<file path="config.mk">
export PLATFORM = sky130hd
export DESIGN_NAME = serial_subtractor_flat
export DESIGN_NICKNAME = d
export VERILOG_FILES = /design/src/rtl/serial_subtractor_if.sv /design/src/rtl/serial_subtractor.sv /design/src/flat_wrapper.sv
export SDC_FILE = /design/constraint.sdc
export NUM_CORES = 1
export LEC_CHECK = 0
export ABC_AREA = 1
export CORE_ASPECT_RATIO = 0.6
export CORE_UTILIZATION = 50
export DETAILED_ROUTE_END_ITERATION = 8
export GPL_TIMING_DRIVEN = 0
export PLACE_DENSITY_LB_ADDON = 0.3
export SYNTH_ARGS = -nofsm -noshare
export SYNTH_HDL_FRONTEND = slang
export SYNTH_SLANG_ARGS = --single-unit
</file>
<file path="constraint.sdc">
create_clock -name Clk -period 3.7 [get_ports Clk]
set_input_delay 0.74 -clock Clk [delete_from_list [all_inputs] [get_ports Clk]]
set_output_delay 0.74 -clock Clk [all_outputs]
set_load 0.02 [all_outputs]
</file>
<file path="src/rtl/serial_subtractor_if.sv">
// Handshake and result bundle for the bit-serial subtractor.
// Start/A/B/Bin flow into the block; Diff/Borrow/Busy/Done and the FSM state flow out.
interface serial_subtractor_if #(
  parameter int WIDTH = 4
);
  logic             Start;
  logic [WIDTH-1:0] A;
  logic [WIDTH-1:0] B;
  logic             Bin;
  logic [WIDTH-1:0] Diff;
  logic             Borrow;
  logic             Busy;
  logic             Done;
  logic [1:0]       State;

  modport master (
    output Start, A, B, Bin,
    input  Diff, Borrow, Busy, Done, State
  );

  modport slave (
    input  Start, A, B, Bin,
    output Diff, Borrow, Busy, Done, State
  );
endinterface

</file>
<file path="src/rtl/serial_subtractor.sv">
// Bit-serial WIDTH-bit subtractor: A - B - Bin using one full-subtractor cell,
// one borrow flop and right-shifting operand/result registers, LSB first.
module serial_subtractor #(
  parameter int WIDTH = 4
) (
  input logic              Clk,
  input logic              Reset_n,
  serial_subtractor_if.slave bus
);

  localparam int CNT_W = $clog2(WIDTH + 1);

  typedef enum logic [1:0] {
    IDLE  = 2'd0,
    SHIFT = 2'd1,
    DONE  = 2'd2
  } state_t;

  state_t             state_q;
  logic [WIDTH-1:0]   a_q;
  logic [WIDTH-1:0]   b_q;
  logic [WIDTH-1:0]   res_q;
  logic               br_q;
  logic [CNT_W-1:0]   cnt_q;
  logic [WIDTH-1:0]   diff_q;
  logic               borrow_q;
  logic               busy_q;
  logic               done_q;

  logic               bit_d;
  logic               bo_d;
  logic [WIDTH-1:0]   res_d;
  logic               last_bit;

  // Full-subtractor cell on the current LSBs and the running borrow.
  assign bit_d    = a_q[0] ^ b_q[0] ^ br_q;
  assign bo_d     = (~a_q[0] & b_q[0]) | (~(a_q[0] ^ b_q[0]) & br_q);
  assign res_d    = {bit_d, res_q[WIDTH-1:1]};
  assign last_bit = (cnt_q == CNT_W'(WIDTH - 1));

  // Handshake: Start is accepted on an edge where the FSM is in IDLE or DONE;
  // Busy is high from the accepting edge until the completion edge, where Done
  // pulses for one cycle and Diff/Borrow update. Start while busy is ignored.
  always_ff @(posedge Clk or negedge Reset_n) begin
    if (!Reset_n) begin
      state_q  <= IDLE;
      a_q      <= '0;
      b_q      <= '0;
      res_q    <= '0;
      br_q     <= 1'b0;
      cnt_q    <= '0;
      diff_q   <= '0;
      borrow_q <= 1'b0;
      busy_q   <= 1'b0;
      done_q   <= 1'b0;
    end else begin
      case (state_q)
        IDLE, DONE: begin
          done_q <= 1'b0;
          if (bus.Start) begin
            a_q     <= bus.A;
            b_q     <= bus.B;
            br_q    <= bus.Bin;
            res_q   <= '0;
            cnt_q   <= '0;
            busy_q  <= 1'b1;
            state_q <= SHIFT;
          end else begin
            state_q <= IDLE;
          end
        end
        SHIFT: begin
          a_q   <= a_q >> 1;
          b_q   <= b_q >> 1;
          br_q  <= bo_d;
          res_q <= res_d;
          cnt_q <= cnt_q + 1'b1;
          if (last_bit) begin
            diff_q   <= res_d;
            borrow_q <= bo_d;
            done_q   <= 1'b1;
            busy_q   <= 1'b0;
            state_q  <= DONE;
          end
        end
        default: begin
          busy_q  <= 1'b0;
          done_q  <= 1'b0;
          state_q <= IDLE;
        end
      endcase
    end
  end

  assign bus.Diff   = diff_q;
  assign bus.Borrow = borrow_q;
  assign bus.Busy   = busy_q;
  assign bus.Done   = done_q;
  assign bus.State  = state_q;

endmodule

</file>
<file path="src/flat_wrapper.sv">
// flat-port wrapper written by rule: the top's interface ports become plain ports
module serial_subtractor_flat 
#(
  parameter int WIDTH = 4
)
  (Clk, Reset_n, bus_Start, bus_A, bus_B, bus_Bin, bus_Diff, bus_Borrow, bus_Busy, bus_Done, bus_State);
  serial_subtractor_if #(.WIDTH(WIDTH)) bus_i ();
  input logic Clk;
  input logic Reset_n;
  input wire logic [$bits(bus_i.Start)-1:0] bus_Start;
  input wire logic [$bits(bus_i.A)-1:0] bus_A;
  input wire logic [$bits(bus_i.B)-1:0] bus_B;
  input wire logic [$bits(bus_i.Bin)-1:0] bus_Bin;
  output wire logic [$bits(bus_i.Diff)-1:0] bus_Diff;
  output wire logic [$bits(bus_i.Borrow)-1:0] bus_Borrow;
  output wire logic [$bits(bus_i.Busy)-1:0] bus_Busy;
  output wire logic [$bits(bus_i.Done)-1:0] bus_Done;
  output wire logic [$bits(bus_i.State)-1:0] bus_State;
  assign bus_i.Start = bus_Start;
  assign bus_i.A = bus_A;
  assign bus_i.B = bus_B;
  assign bus_i.Bin = bus_Bin;
  assign bus_Diff = bus_i.Diff;
  assign bus_Borrow = bus_i.Borrow;
  assign bus_Busy = bus_i.Busy;
  assign bus_Done = bus_i.Done;
  assign bus_State = bus_i.State;
  serial_subtractor #(.WIDTH(WIDTH)) u_core (.Clk(Clk), .Reset_n(Reset_n), .bus(bus_i));
endmodule
</file>
==> impl_metrics.csv <==
group,metric,value,unit
status,status,"finished clean",
floorplanning,die_w,63.1,microns
cells_and_area,area_delta_synth_final,24.7,%
timing,hold_viol_final,0,
timing,timing.final.crit_share,0.567,
yosys,yosysWarnings,0,
detailed_routing,drt_iter0_drc,45,
timing,rsz0062_at_grt,"false",
timing,slew_viol_final,0,
detailed_routing,wl_met3,134,microns
cells_and_area,layout.cells.non_filler,179,
cells_and_area,drive_gt1_frac,0.119,
setup_path,cp.arrival,1.36,ns
cells_and_area,layout_commonest_cell,"nand2_1",
timing,setup_slack,1.60,ns
cells_and_area,final_cell_mix,"39 x nand2_1, 24 x dfrtp_1, 22 x inv_1",
cts,cts_tree,"yes",
setup_path,startpoint_type,"flip-flop",
detailed_routing,dr_total_vias,879,
global_routing,gr-total-overflow,0,
placed_design,dpl_worst_slack,1.67,ns
cells_and_area,utilization,0.705,
detailed_routing,drc,0,
detailed_routing,wl_met2,1.03,mm
detailed_routing,dr.pass1.iters,4,
yosys,synthCells,128,
flow_run,timing.max_cap.violations,0,
power,power_density,913,nW/um^2
yosys,ys_seq_elements,24,
yosys,ys_seq_area_frac,0.536,
timing,tightest_slew,1.03,ns
setup_path,worstSetupPathType,"flip-flop to output port",
cts,clock_path_buffers,2,
setup_path,crit_path_end_kind,"output port",
cts,h-tree-depth,1,
cts,clkSinkCount,24,
cts,ctsResizeCount,0,
cts,clk-insertion-delay-late,0.26,ns
yosys,avgSynthCellArea,8.76,sq um
placed_design,io_buffers,20,
timing,setup_violations,0,
floorplanning,core_area,1980,sq um
global_routing,gr-usage-all-layers,0.216,
min_path,hold_path.class,"flip-flop to flip-flop",
cts,cts_root_buf,"clkbuf_8",
placed_design,dpl_cell_area,1360,sq um
power,max-vdd-ir-drop,554,uV
cts,cts_buffers,3,
detailed_routing,ant_nets,0,
cells_and_area,post-route-cell-area,1400,sq um
placed_design,hpwl,1.61,mm
global_routing,antenna_found_initial,0,
floorplanning,die_y,38.7,microns
floorplanning,pin_count,21,
cells_and_area,nNetsFinal,168,
timing,period_needed,2.10,ns
setup_path,critPathTopFamily,"buffers and inverters",
yosys,synth_area,1120,sq um
min_path,min_from,"u_core.bus.Diff[3]",
detailed_routing,wirelength,2.18,mm
cts,post-cts-setup-buffer-count,0,
placed_design,placedCellCount,176,
setup_path,critPathMaxFanout,4,
setup_path,crit_start,"u_core.bus.State[1]",
global_routing,grt_pass1_wl,3.72,mm
global_routing,first_global_vias,833,
floorplanning,initial_utilization,0.566,
setup_path,worst-endpoint-required,2.96,ns
yosys,synth_fp_nets,143,
timing,skew,0.00156,ns
cts,cts.clk_slew.worst_paths,0.08,ns
cells_and_area,antenna_cells,0,
setup_path,worst-path-buf-inv,1,
detailed_routing,vias_per_cell,4.91,
cts,hold_buffers,0,
detailed_routing,highest_layer,"met4",
setup_path,rr_startpoint,"u_core.cnt_q[0]",
setup_path,crit_chain,"clkdlybuf4s50_1",
timing,setup_tns,0,ns
timing,timing.fmax,477,MHz
detailed_routing,wl_met1,1.00,mm
global_routing,grt_start_max_net_pins,25,
power,leakage,0.734,nW
floorplanning,num_rows,12,
yosys,ys_types,19,
timing,slew_headroom,0.309,
setup_path,slowest_stage,"clkdlybuf4s50_1",
placed_design,gp_congestion,0.826,
detailed_routing,post_drt_wl_per_cell,12.2,microns
setup_path,max_stage_delay,0.64,ns
floorplanning,die-area,2440,sq um
per-layer routing:
layer,vias to the layer above,track usage
met2,31,0.392
met3,2,0.0559
met5,-,0
met1,412,0.258
met4,0,0.0698
li1,434,-
synthesized netlist by cell type:
| cell type | number | area [sq um] |
|---|---|---|
| or2_2 | 1 | 6.26 |
| nand2_2 | 1 | 6.26 |
| inv_4 | 1 | 6.26 |
| fa_1 | 1 | 20.0 |
| nor2_4 | 1 | 11.3 |
| buf_4 | 1 | 7.51 |
| o21ai_0 | 8 | 40.0 |
| nor2_1 | 3 | 11.3 |
| nand2_1 | 39 | 146 |
| o21ai_1 | 1 | 5.00 |
| nand3_1 | 13 | 65.1 |
| a21oi_2 | 1 | 8.76 |
| dfrtp_1 | 24 | 601 |
| nand2_4 | 3 | 33.8 |
| o21ai_2 | 3 | 26.3 |
| buf_6 | 1 | 11.3 |
| inv_1 | 22 | 82.6 |
| ha_1 | 2 | 25.0 |
| inv_2 | 2 | 7.51 |
path summary, 6_finish.rpt:
kind	to	slack, ns	cells past startpoint
min reg2reg	u_core.bus.Diff[3]	0.48	2
min in group asynchronous	u_core.cnt_q[1]	1.04	1
max reg2reg	u_core.bus.Diff[3]	2.40	6
max	bus_State[1]	1.60	1
min	u_core.bus.Diff[3]	0.48	2
max in group asynchronous	u_core.a_q[3]	2.04	1
report_power, final:
group	switching, mW	internal [mW]	leakage (nW)
Clock	0.0748	0.0727	0.0216
Sequential	0.0689	0.387	0.298
Combinational	0.400	0.272	0.414
state kept, by name, indices dropped and copies added, names as in the netlist:
| register | count |
|---|---|
| u_core.a_q | 4 |
| u_core.b_q | 4 |
| u_core.bus.Diff | 4 |
| u_core.cnt_q | 3 |
| u_core.res_q | 3 |
| u_core.bus.State | 2 |
| u_core.br_q | 1 |
| u_core.bus.Borrow | 1 |
| u_core.bus.Busy | 1 |
| u_core.bus.Done | 1 |
cell type report:
cell class / instances / area, sq um
well taps: 28 / 35.0
clock buffers: 3 / 41.3
inverters: 25 / 96.3
fillers: 149 / 584
multi-input cells: 77 / 405
plain buffers: 2 / 18.8
flip-flops and latches: 24 / 601
repair buffers: 20 / 200
per-stage QoR:
| step | total power, mW | hold WS, ns |
|---|---|---|
| after floorplan | 0.914 | 0.444 |
| after global placement | 1.10 | 0.454 |
| after detailed placement | 1.13 | 0.468 |
| after CTS | 1.28 | 0.489 |
| after global routing | 1.39 | 0.495 |
| final | 1.28 | 0.483 |
cells by family after synthesis:
kind of cell | share of synthesized area
AO/OA/AOI/OAI | 0.0714
adder cells (fa/ha/maj) | 0.0402
buffers and inverters | 0.103
flip-flops | 0.536
AND/OR/NAND/NOR | 0.250
No activity file was read; power rests on OpenSTA's default activity.
